`config.mk`:
```
export PLATFORM = sky130hd
export DESIGN_NAME = stopwatch_cmd_ctrl
export DESIGN_NICKNAME = d
export VERILOG_FILES = /design/src/rtl/stopwatch_pkg.sv /design/src/rtl/btn_edge_det.sv /design/src/rtl/stopwatch_cmd_ctrl.sv
export SDC_FILE = /design/constraint.sdc
export NUM_CORES = 1
export LEC_CHECK = 0
export CAP_MARGIN = 25
export CORE_ASPECT_RATIO = 0.8
export CORE_UTILIZATION = 35
export CTS_CLUSTER_DIAMETER = 50
export DETAILED_ROUTE_END_ITERATION = 8
export DONT_BUFFER_PORTS = 1
export HOLD_SLACK_MARGIN = 0.1
export SLEW_MARGIN = 20
export SYNTH_ARGS = -nofsm -noshare
export SYNTH_HDL_FRONTEND = slang
export SYNTH_HIERARCHICAL = 1
export SYNTH_SLANG_ARGS = --single-unit
```
`constraint.sdc`:
```
create_clock -name clk -period 1.9 [get_ports clk]
set_input_delay 0.095 -clock clk [delete_from_list [all_inputs] [get_ports clk]]
set_output_delay 0.095 -clock clk [all_outputs]
set_load 0.02 [all_outputs]
```
`src/rtl/stopwatch_pkg.sv`:
```
// Shared types and constants for the stopwatch/watch command controller.
package stopwatch_pkg;

    typedef enum logic [2:0] {
        StSwStop,
        StSwRun,
        StSwClear,
        StWRun,
        StWSet
    } state_e;

    typedef enum logic [2:0] {
        EvNone,
        EvClear,
        EvRun,
        EvMode,
        EvDigit,
        EvUp
    } event_e;

    localparam logic [7:0] CMD_RUN   = 8'h72;  // 'r'
    localparam logic [7:0] CMD_CLEAR = 8'h63;  // 'c'
    localparam logic [7:0] CMD_MODE  = 8'h6d;  // 'm'
    localparam logic [7:0] CMD_DIGIT = 8'h64;  // 'd'
    localparam logic [7:0] CMD_UP    = 8'h75;  // 'u'

    localparam logic [1:0] SEC  = 2'd0;
    localparam logic [1:0] MIN  = 2'd1;
    localparam logic [1:0] HOUR = 2'd2;

endpackage

```
`src/rtl/btn_edge_det.sv`:
```
// Registered rising-edge detector for one debounced button level.
// The first cycle after reset primes both history flops so a held button gives no edge.
module btn_edge_det (
    input  logic clk,
    input  logic rst,
    input  logic btn_i,
    output logic edge_o
);

    logic btn_q, prev_q, armed_q;

    always_ff @(posedge clk or posedge rst) begin
        if (rst) begin
            btn_q   <= 1'b0;
            prev_q  <= 1'b0;
            armed_q <= 1'b0;
        end else begin
            armed_q <= 1'b1;
            btn_q   <= btn_i;
            prev_q  <= armed_q ? btn_q : btn_i;
        end
    end

    assign edge_o = btn_q & ~prev_q;

endmodule

```
`src/rtl/stopwatch_cmd_ctrl.sv`:
```
// Stopwatch / watch-set command controller merging board buttons and PC commands.
// Define PC_CMD_EN to compile in the PC command path; otherwise pc_ready/o_cmd_err are tied 0.
module stopwatch_cmd_ctrl
    import stopwatch_pkg::*;
#(
    parameter int unsigned DIGIT_CNT = 3
) (
    input  logic       clk,
    input  logic       rst,
    input  logic       btn_run,
    input  logic       btn_clear,
    input  logic       btn_mode,
    input  logic       btn_digit,
    input  logic       btn_up,
    input  logic       pc_valid,
    input  logic [7:0] pc_cmd,
    output logic       pc_ready,
    output logic       o_mode,
    output logic       o_sw_run,
    output logic       o_sw_clear,
    output logic       o_set_en,
    output logic [1:0] o_digit_sel,
    output logic       o_inc,
    output logic       o_cmd_err
);

    localparam logic [1:0] LastDigit = 2'(DIGIT_CNT - 1);

    state_e     state_q, state_d;
    logic [1:0] digit_sel_q, digit_sel_d;
    logic       inc_q, inc_d;
    logic       cmd_err_q, cmd_err_d;
    event_e     board_ev, ev;
    logic       edge_run, edge_clear, edge_mode, edge_digit, edge_up, board_any;

    btn_edge_det u_edge_run   (.clk(clk), .rst(rst), .btn_i(btn_run),   .edge_o(edge_run));
    btn_edge_det u_edge_clear (.clk(clk), .rst(rst), .btn_i(btn_clear), .edge_o(edge_clear));
    btn_edge_det u_edge_mode  (.clk(clk), .rst(rst), .btn_i(btn_mode),  .edge_o(edge_mode));
    btn_edge_det u_edge_digit (.clk(clk), .rst(rst), .btn_i(btn_digit), .edge_o(edge_digit));
    btn_edge_det u_edge_up    (.clk(clk), .rst(rst), .btn_i(btn_up),    .edge_o(edge_up));

    assign board_any = edge_run | edge_clear | edge_mode | edge_digit | edge_up;

    always_comb begin
        board_ev = EvNone;
        if (edge_clear)      board_ev = EvClear;
        else if (edge_run)   board_ev = EvRun;
        else if (edge_mode)  board_ev = EvMode;
        else if (edge_digit) board_ev = EvDigit;
        else if (edge_up)    board_ev = EvUp;
    end

`ifdef PC_CMD_EN
    logic   pc_acc, pc_unknown;
    event_e pc_ev;

    assign pc_ready = ~rst & ~board_any & (state_q != StSwClear);
    assign pc_acc   = pc_valid & pc_ready;

    always_comb begin
        pc_ev      = EvNone;
        pc_unknown = 1'b0;
        case (pc_cmd)
            CMD_RUN:   pc_ev = EvRun;
            CMD_CLEAR: pc_ev = EvClear;
            CMD_MODE:  pc_ev = EvMode;
            CMD_DIGIT: pc_ev = EvDigit;
            CMD_UP:    pc_ev = EvUp;
            default:   pc_unknown = 1'b1;
        endcase
    end

    // pc_acc implies no board edge, so the board event is EvNone whenever PC wins.
    assign ev        = pc_acc ? pc_ev : board_ev;
    assign cmd_err_d = pc_acc & pc_unknown;
`else
    logic unused_pc;
    assign unused_pc = ^{pc_valid, pc_cmd};
    assign pc_ready  = 1'b0;
    assign ev        = board_ev;
    assign cmd_err_d = 1'b0;
`endif

    always_ff @(posedge clk or posedge rst) begin
        if (rst) begin
            state_q     <= StSwStop;
            digit_sel_q <= SEC;
            inc_q       <= 1'b0;
            cmd_err_q   <= 1'b0;
        end else begin
            state_q     <= state_d;
            digit_sel_q <= digit_sel_d;
            inc_q       <= inc_d;
            cmd_err_q   <= cmd_err_d;
        end
    end

    always_comb begin
        state_d     = state_q;
        digit_sel_d = digit_sel_q;
        inc_d       = 1'b0;
        unique case (state_q)
            StSwStop: begin
                if (ev == EvRun)        state_d = StSwRun;
                else if (ev == EvClear) state_d = StSwClear;
                else if (ev == EvMode)  state_d = StWRun;
            end
            StSwRun: begin
                if (ev == EvRun) state_d = StSwStop;
            end
            StSwClear: state_d = StSwStop;
            StWRun: begin
                if (ev == EvMode) begin
                    state_d = StSwStop;
                end else if (ev == EvDigit) begin
                    state_d     = StWSet;
                    digit_sel_d = SEC;
                end
            end
            StWSet: begin
                if (ev == EvDigit) begin
                    digit_sel_d = (digit_sel_q == LastDigit) ? SEC : digit_sel_q + 2'd1;
                end else if (ev == EvUp) begin
                    inc_d = 1'b1;
                end else if (ev == EvRun) begin
                    state_d = StWRun;
                end else if (ev == EvMode) begin
                    state_d = StSwStop;
                end
            end
            default: state_d = StSwStop;
        endcase
    end

    always_comb begin
        o_mode      = (state_q == StWRun) || (state_q == StWSet);
        o_sw_run    = (state_q == StSwRun);
        o_sw_clear  = (state_q == StSwClear);
        o_set_en    = (state_q == StWSet);
        o_digit_sel = digit_sel_q;
        o_inc       = inc_q;
        o_cmd_err   = cmd_err_q;
    end

endmodule

```
# Word level (Yosys, flattened, before mapping)
# Index checks and enable logic that the tools add are counted.
classes:
  eq_ne: 19
  add_sub_neg: 1
  reduce_logical: 5
  muxes: 29
  n_bitwise: 10
ops:
  columns: ["operator", "count"]
  rows:
  - ["3-bit two-way mux", 15]
  - ["3-bit by 2-bit == test with 1-bit output (second input constant)", 4]
  - ["3-bit one-hot mux with 4 select lines", 1]
  - ["3-bit == test (second input constant)", 3]
  - ["1-bit two-way mux", 8]
  - ["2-bit two-way mux", 4]
  - ["2-bit inequality test (second input constant)", 4]
  - ["3-bit by 1-bit == test with 1-bit output (second input constant)", 2]
  - ["6-bit AND reduction", 1]
  - ["1-bit bitwise AND", 5]
  - ["1-bit NOT", 5]
  - ["2-bit by 1-bit inequality test with 1-bit output (second input constant)", 2]
  - ["4-bit inequality test (second input constant)", 1]
  - ["2-bit one-hot mux with 2 select lines", 1]
  - ["4-bit AND reduction", 1]
  - ["3-bit zero test", 1]
  - ["3-bit by 1-bit inequality test with 1-bit output (second input constant)", 1]
  - ["3-bit inequality test (second input constant)", 1]
  - ["2-bit by 1-bit adder with 2-bit output (second input constant)", 1]
  - ["2-bit == test (second input constant)", 1]
  - ["2-bit nonzero test", 1]
  - ["1-bit logical OR", 1]
word_totals:
  ff_bits: 17
  elab_cells: 78
  input_bits: 16
  output_inout_bits: 9

# Logic depth before layout (Yosys ltp)
logic_depth:
  word_depth: 13
  ltp_mapped: 6
  mapped_depth_nobuf: 6

# By module
# The synthesis kept the hierarchy.
modules_own_cells:
  columns: ["module", "seq_area_each_um2", "area_per_inst_um2", "cells_each", "n_inst"]
  rows:
  - ["btn_edge_det", 75.1, 103.8, 7, 5]
  - ["stopwatch_cmd_ctrl", 150.1, 401.6, 44, 1]

# Worst setup path after synthesis
# Ideal clock, no wire load.
synth_timing:
  kind: "reg2reg"
  from: "register u_edge_run.prev_q"
  to: "register state_q[2]"
  stages_incl_launch_ff: 6
  period_less_slack_ns: 1.417
  t_arrival_ns: 1.351
  slack_ns: 0.483
  path_cell_list: "dfrtp_1 > nor2b_1 > nor2_1 > a21o_1 > nor3b_1 > o22a_1"
synth_between:
  elab_chain_len: 9
  elab_cells_between_ends: 23
  cone_classes: "eq/ne: 11; mux: 9; bitwise: 2; reduce/logical: 1"
synth_lines:
  columns: ["item", "line_no", "text"]
  rows:
  - ["start, declared", "btn_edge_det.sv:10", "logic btn_q, prev_q, armed_q;"]
  - ["start signal, assigned", "btn_edge_det.sv:20", "prev_q <= armed_q ? btn_q : btn_i;"]
  - ["1-bit NOT *", "btn_edge_det.sv:24", "assign edge_o = btn_q & ~prev_q;"]
  - ["1-bit bitwise AND *", "btn_edge_det.sv:24", null]
  - ["via edge_run", "stopwatch_cmd_ctrl.sv:34", "logic edge_run, edge_clear, edge_mode, edge_digit, edge_up, board_any;"]
  - ["3-bit two-way mux *", "stopwatch_cmd_ctrl.sv:47", "else if (edge_run) board_ev = EvRun;"]
  - ["3-bit two-way mux *", "stopwatch_cmd_ctrl.sv:46", "if (edge_clear) board_ev = EvClear;"]
  - ["3-bit by 2-bit == test with 1-bit output", "stopwatch_cmd_ctrl.sv:104, stopwatch_cmd_ctrl.sv:109, stopwatch_cmd_ctrl.sv:125", null]
  - ["3-bit two-way mux", "stopwatch_cmd_ctrl.sv:125", "end else if (ev == EvRun) begin"]
  - ["3-bit two-way mux", "stopwatch_cmd_ctrl.sv:123", "end else if (ev == EvUp) begin"]
  - ["3-bit two-way mux", "stopwatch_cmd_ctrl.sv:121", "if (ev == EvDigit) begin"]
  - ["3-bit one-hot mux with 4 select lines", "stopwatch_cmd_ctrl.sv:102", "unique case (state_q)"]
  - ["end signal, assigned", "stopwatch_cmd_ctrl.sv:86", "state_q <= StSwStop;"]
  - ["end signal, assigned", "stopwatch_cmd_ctrl.sv:91", "state_q <= state_d;"]
  - ["end, declared", "stopwatch_cmd_ctrl.sv:29", "state_e state_q, state_d;"]
# The timed path passes the listed nets; every way through them passes the cells marked *. The select of a mux whose other input is x is not followed.
# A chain may end at the register's enable or synchronous reset.

# Final worst setup path
layout_timing:
  from: "register state_q[1]"
  to: "register digit_sel_q[0] (netlist: o_digit_sel[0])"
layout_between:
  elab_chain_len: 3
  elab_cells_between_ends: 8
  cone_classes: "eq/ne: 5; mux: 1; reduce/logical: 2"
layout_lines:
  columns: ["item", "line_no", "text"]
  rows:
  - ["3-bit == test *", null, null]
  - ["via o_set_en", "stopwatch_cmd_ctrl.sv:21", "output logic o_set_en,"]
  - ["2-bit by 1-bit inequality test with 1-bit output (no line) or 2-bit nonzero test (tied branches)", null, null]
  - ["4-bit AND reduction (no line)", null, null]
  - ["end signal, assigned", "stopwatch_cmd_ctrl.sv:92", "digit_sel_q <= digit_sel_d;"]
  - ["end, declared", "stopwatch_cmd_ctrl.sv:30", "logic [1:0] digit_sel_q, digit_sel_d;"]
# The timed path passes the listed nets; every way through them passes the cells marked *.

==> results.tsv <==
stage	metric	value	unit
route	DR vias/cell	4.45	
floorplan	Core Footprint	2460	µm²
route	via count	570	
cells_and_area	Post-Layout Cell Count	128	
timing	minimum clock period	1.53	ns
timing	final clock period utilization by the worst path	0.807	
worst_setup_path	crit-path cells	nor2_2, nand2_1, inv_2, nand2_1, nor3b_1, mux2_2	
timing	Setup-failing EPs final	0	
cells_and_area	Synth-to-Final Area Change	16.4	%
cts	clk sinks	21	
synth	register area share after synthesis	0.571	
pwr	cell area power density	962	nW/µm²
cts	post-CTS sizing	0	
worst_setup_path	CP max-delay cell	dfrtp_1	
cts	TritonCTS clock tree	yes	
timing	Final Hold Vio Count	0	
cts	CTS Buffer Depth	2	
synth	FF+latch count, synth	21	
cells_and_area	Biggest register	state_q	
timing	RSZ-0062 raised after global routing	false	
global_route	first-pass GRT wire length	2.24	mm
cts	CTS Buf Count	3	
placed_design	placed wire-length estimate	1.07	mm
worst_setup_path	most frequent cell on the critical path	nand2_1	
synth	Synth Area in Adders	0	
route	drt first pass iters	4	
status	status	completed	
synth	synth warn	6	
floorplan	Die Ht	47.9	µm
floorplan	die area	2840	µm²
cts	htree depth	1	
worst_setup_path	WS Path Type	reg -> reg	
route	number of remaining DRC errors	0	
global_route	largest net degree at the start of global routing	13	
timing	Hold Slack	0.213	ns
floorplan	Starting Density	0.374	
cells_and_area	# diodes	0	
synth	Avg Inst Size Synth	11.7	µm²
route	Routed met2 length	647	µm
synth	xor and xnor area share after synthesis	0.00951	
worst_setup_path	path depth of the worst reg2reg path	6	
pwr	Pleak	0.501	nW
timing	Max Clock Skew	0.00463	ns
timing	Setup TNS Final	0	ns
worst_setup_path	Critical Path AT	1.79	ns
worst_setup_path	CP Depth	6	
global_route	vias in the first global route	506	
worst_setup_path	startpoint types	register	
synth	Netlist cell types	24	
cts	CTS Root Cell	clkbuf_4	
synth	ranking of synthesized cells by area	dfrtp_1, mux2_4, nor2b_1	
cts	Clock Latency Late Sink	0.30	ns
synth	multiplexer share of the synthesized area	0.0938	
global_route	grt ovf	0	
flow_run	max_cap viols	0	
timing	fmax	0.652	GHz
route	wire length on met1	640	µm
cells_and_area	most frequent cells in the layout	dfrtp_1, conb_1, nor2b_1, inv_1, dlygate4sd3_1	
worst_setup_path	crit end category	register	
worst_setup_path	CP Max Fanout	5	
pwr	Max IR drop VDD	0.000427	V
placed_design	GP Congestion	0.837	
timing	fin. max-slew vios	0	
floorplan	chip width	59.4	µm
worst_setup_path	CP max stage delay	0.45	ns
route	max layer used	met4	
synth	top cell type by total area after synthesis	dfrtp_1	
worst_setup_path	register-to-register setup slack	0.37	ns
route	met3 wire len	92	µm
route	routed len/inst	10.9	µm
worst_setup_path	Critical Path RT	2.15	ns
placed_design	Port-buffer cells	0	
route	DRT Wirelength	1.39	mm
synth	largest family of logic cells by synthesized area	simple AND/OR/NAND/NOR gates	
global_route	GRT Util Overall	0.113	
placed_design	placed cell count	118	
global_route	antenna violations before repair	0	
floorplan	Core Rows	16	
cts	Worst-path clk slew	0.12	ns
worst_setup_path	largest delay contributor family on the critical path	simple AND/OR/NAND/NOR gates	
synth	Syn Inst Count	79	
cells_and_area	Largest register FFs	3	
synth	Synth top area share	0.571	
cells_and_area	commonest non-fill, non-tap cell in the layout	dfrtp_1	
min_path	Hold Path Class	in -> async	
synth	complex-gate fraction of the synthesized area	0.101	
pwr	Overall Power	1.03	mW
route	Detail Route Antenna Nets	0	
synth	Post-Synthesis Cell Area	921	µm²
floorplan	I/O pin count	25	
synth	simple-gate area share of the yosys netlist	0.152	
route	Iter 0 DRT Violations	13	
cells_and_area	share of cells above drive strength 1	0.196	
worst_setup_path	Crit path buffers/inverters	1	
cells_and_area	Final #Nets	109	
[final cells by class]
class,count,area [µm²]
fillers,236,1390
clock buffers,3,22.5
multi-input cells,49,354
repair buffers,10,90.1
clock inverters,1,5.00
inverters,8,30.0
well taps,36,45.0
flip-flops and latches,21,526
[metrics by stage]
stage	utilization	setup WS, ns	area (µm²)
after floorplan	-	0.483	925
after global placement	0.400	0.412	985
after detailed placement	0.400	0.376	985
after CTS	0.435	0.363	1070
after global routing	0.435	0.243	1070
final	0.435	0.366	1070
[per-layer routing]
metal	vias to the layer above	global-route usage
met2	19	0.173
met1	272	0.142
li1	277	-
met3	2	0.0486
met5	-	0
met4	0	0.0429
[cell usage after synthesis (all sizes together)]
library cell  number
mux2               6
nor2               3
o211ai             2
nand3b             1
inv                8
buf                2
a21o               2
nor3               1
a211o              1
a22o               2
dfrtp             21
conb               6
nor3b              5
nand2b             1
nand2              4
o31ai              1
o22a               1
xnor2              1
o21ai              4
or3                1
nor2b              6
[where the power goes]
part | switching [mW] | total [mW] | internal, mW
clock | 0.134 | 0.212 | 0.0786
combinational | 0.146 | 0.277 | 0.131
sequential | 0.0495 | 0.542 | 0.492
total | 0.329 | 1.03 | 0.702
[kinds of logic after synthesis]
kind of cell / after synthesis
AOI/OAI and AO/OA: 13
xor gates and xnor gates: 1
buffers and inverters: 10
DFF: 21
muxes: 6
other: 6
and+or+nand+nor: 22
[worst reg2reg max path: stages (launching register included)]
cell	delay [ns]
dfrtp_1	0.45
nor2_2	0.17
nand2_1	0.14
inv_2	0.16
nand2_1	0.09
nor3b_1	0.28
mux2_2	0.20
[worst paths after layout]
check | start | end
setup / recovery | state_q[1] | o_digit_sel[0]
hold / removal | rst | u_edge_mode/btn_q
setup reg to reg | state_q[1] | o_digit_sel[0]
hold reg to reg | u_edge_clear/btn_q | u_edge_clear/prev_q
max in group asynchronous | rst | o_inc
min in group clk | btn_clear | u_edge_clear/btn_q
[timing repair]
action | CTS | global route
hold buffers | 6 | 0
endpoints found under the hold margin | 31 | 0
buffers inserted | 0 | 0
Note: power is estimated with default switching activity, not from simulation.
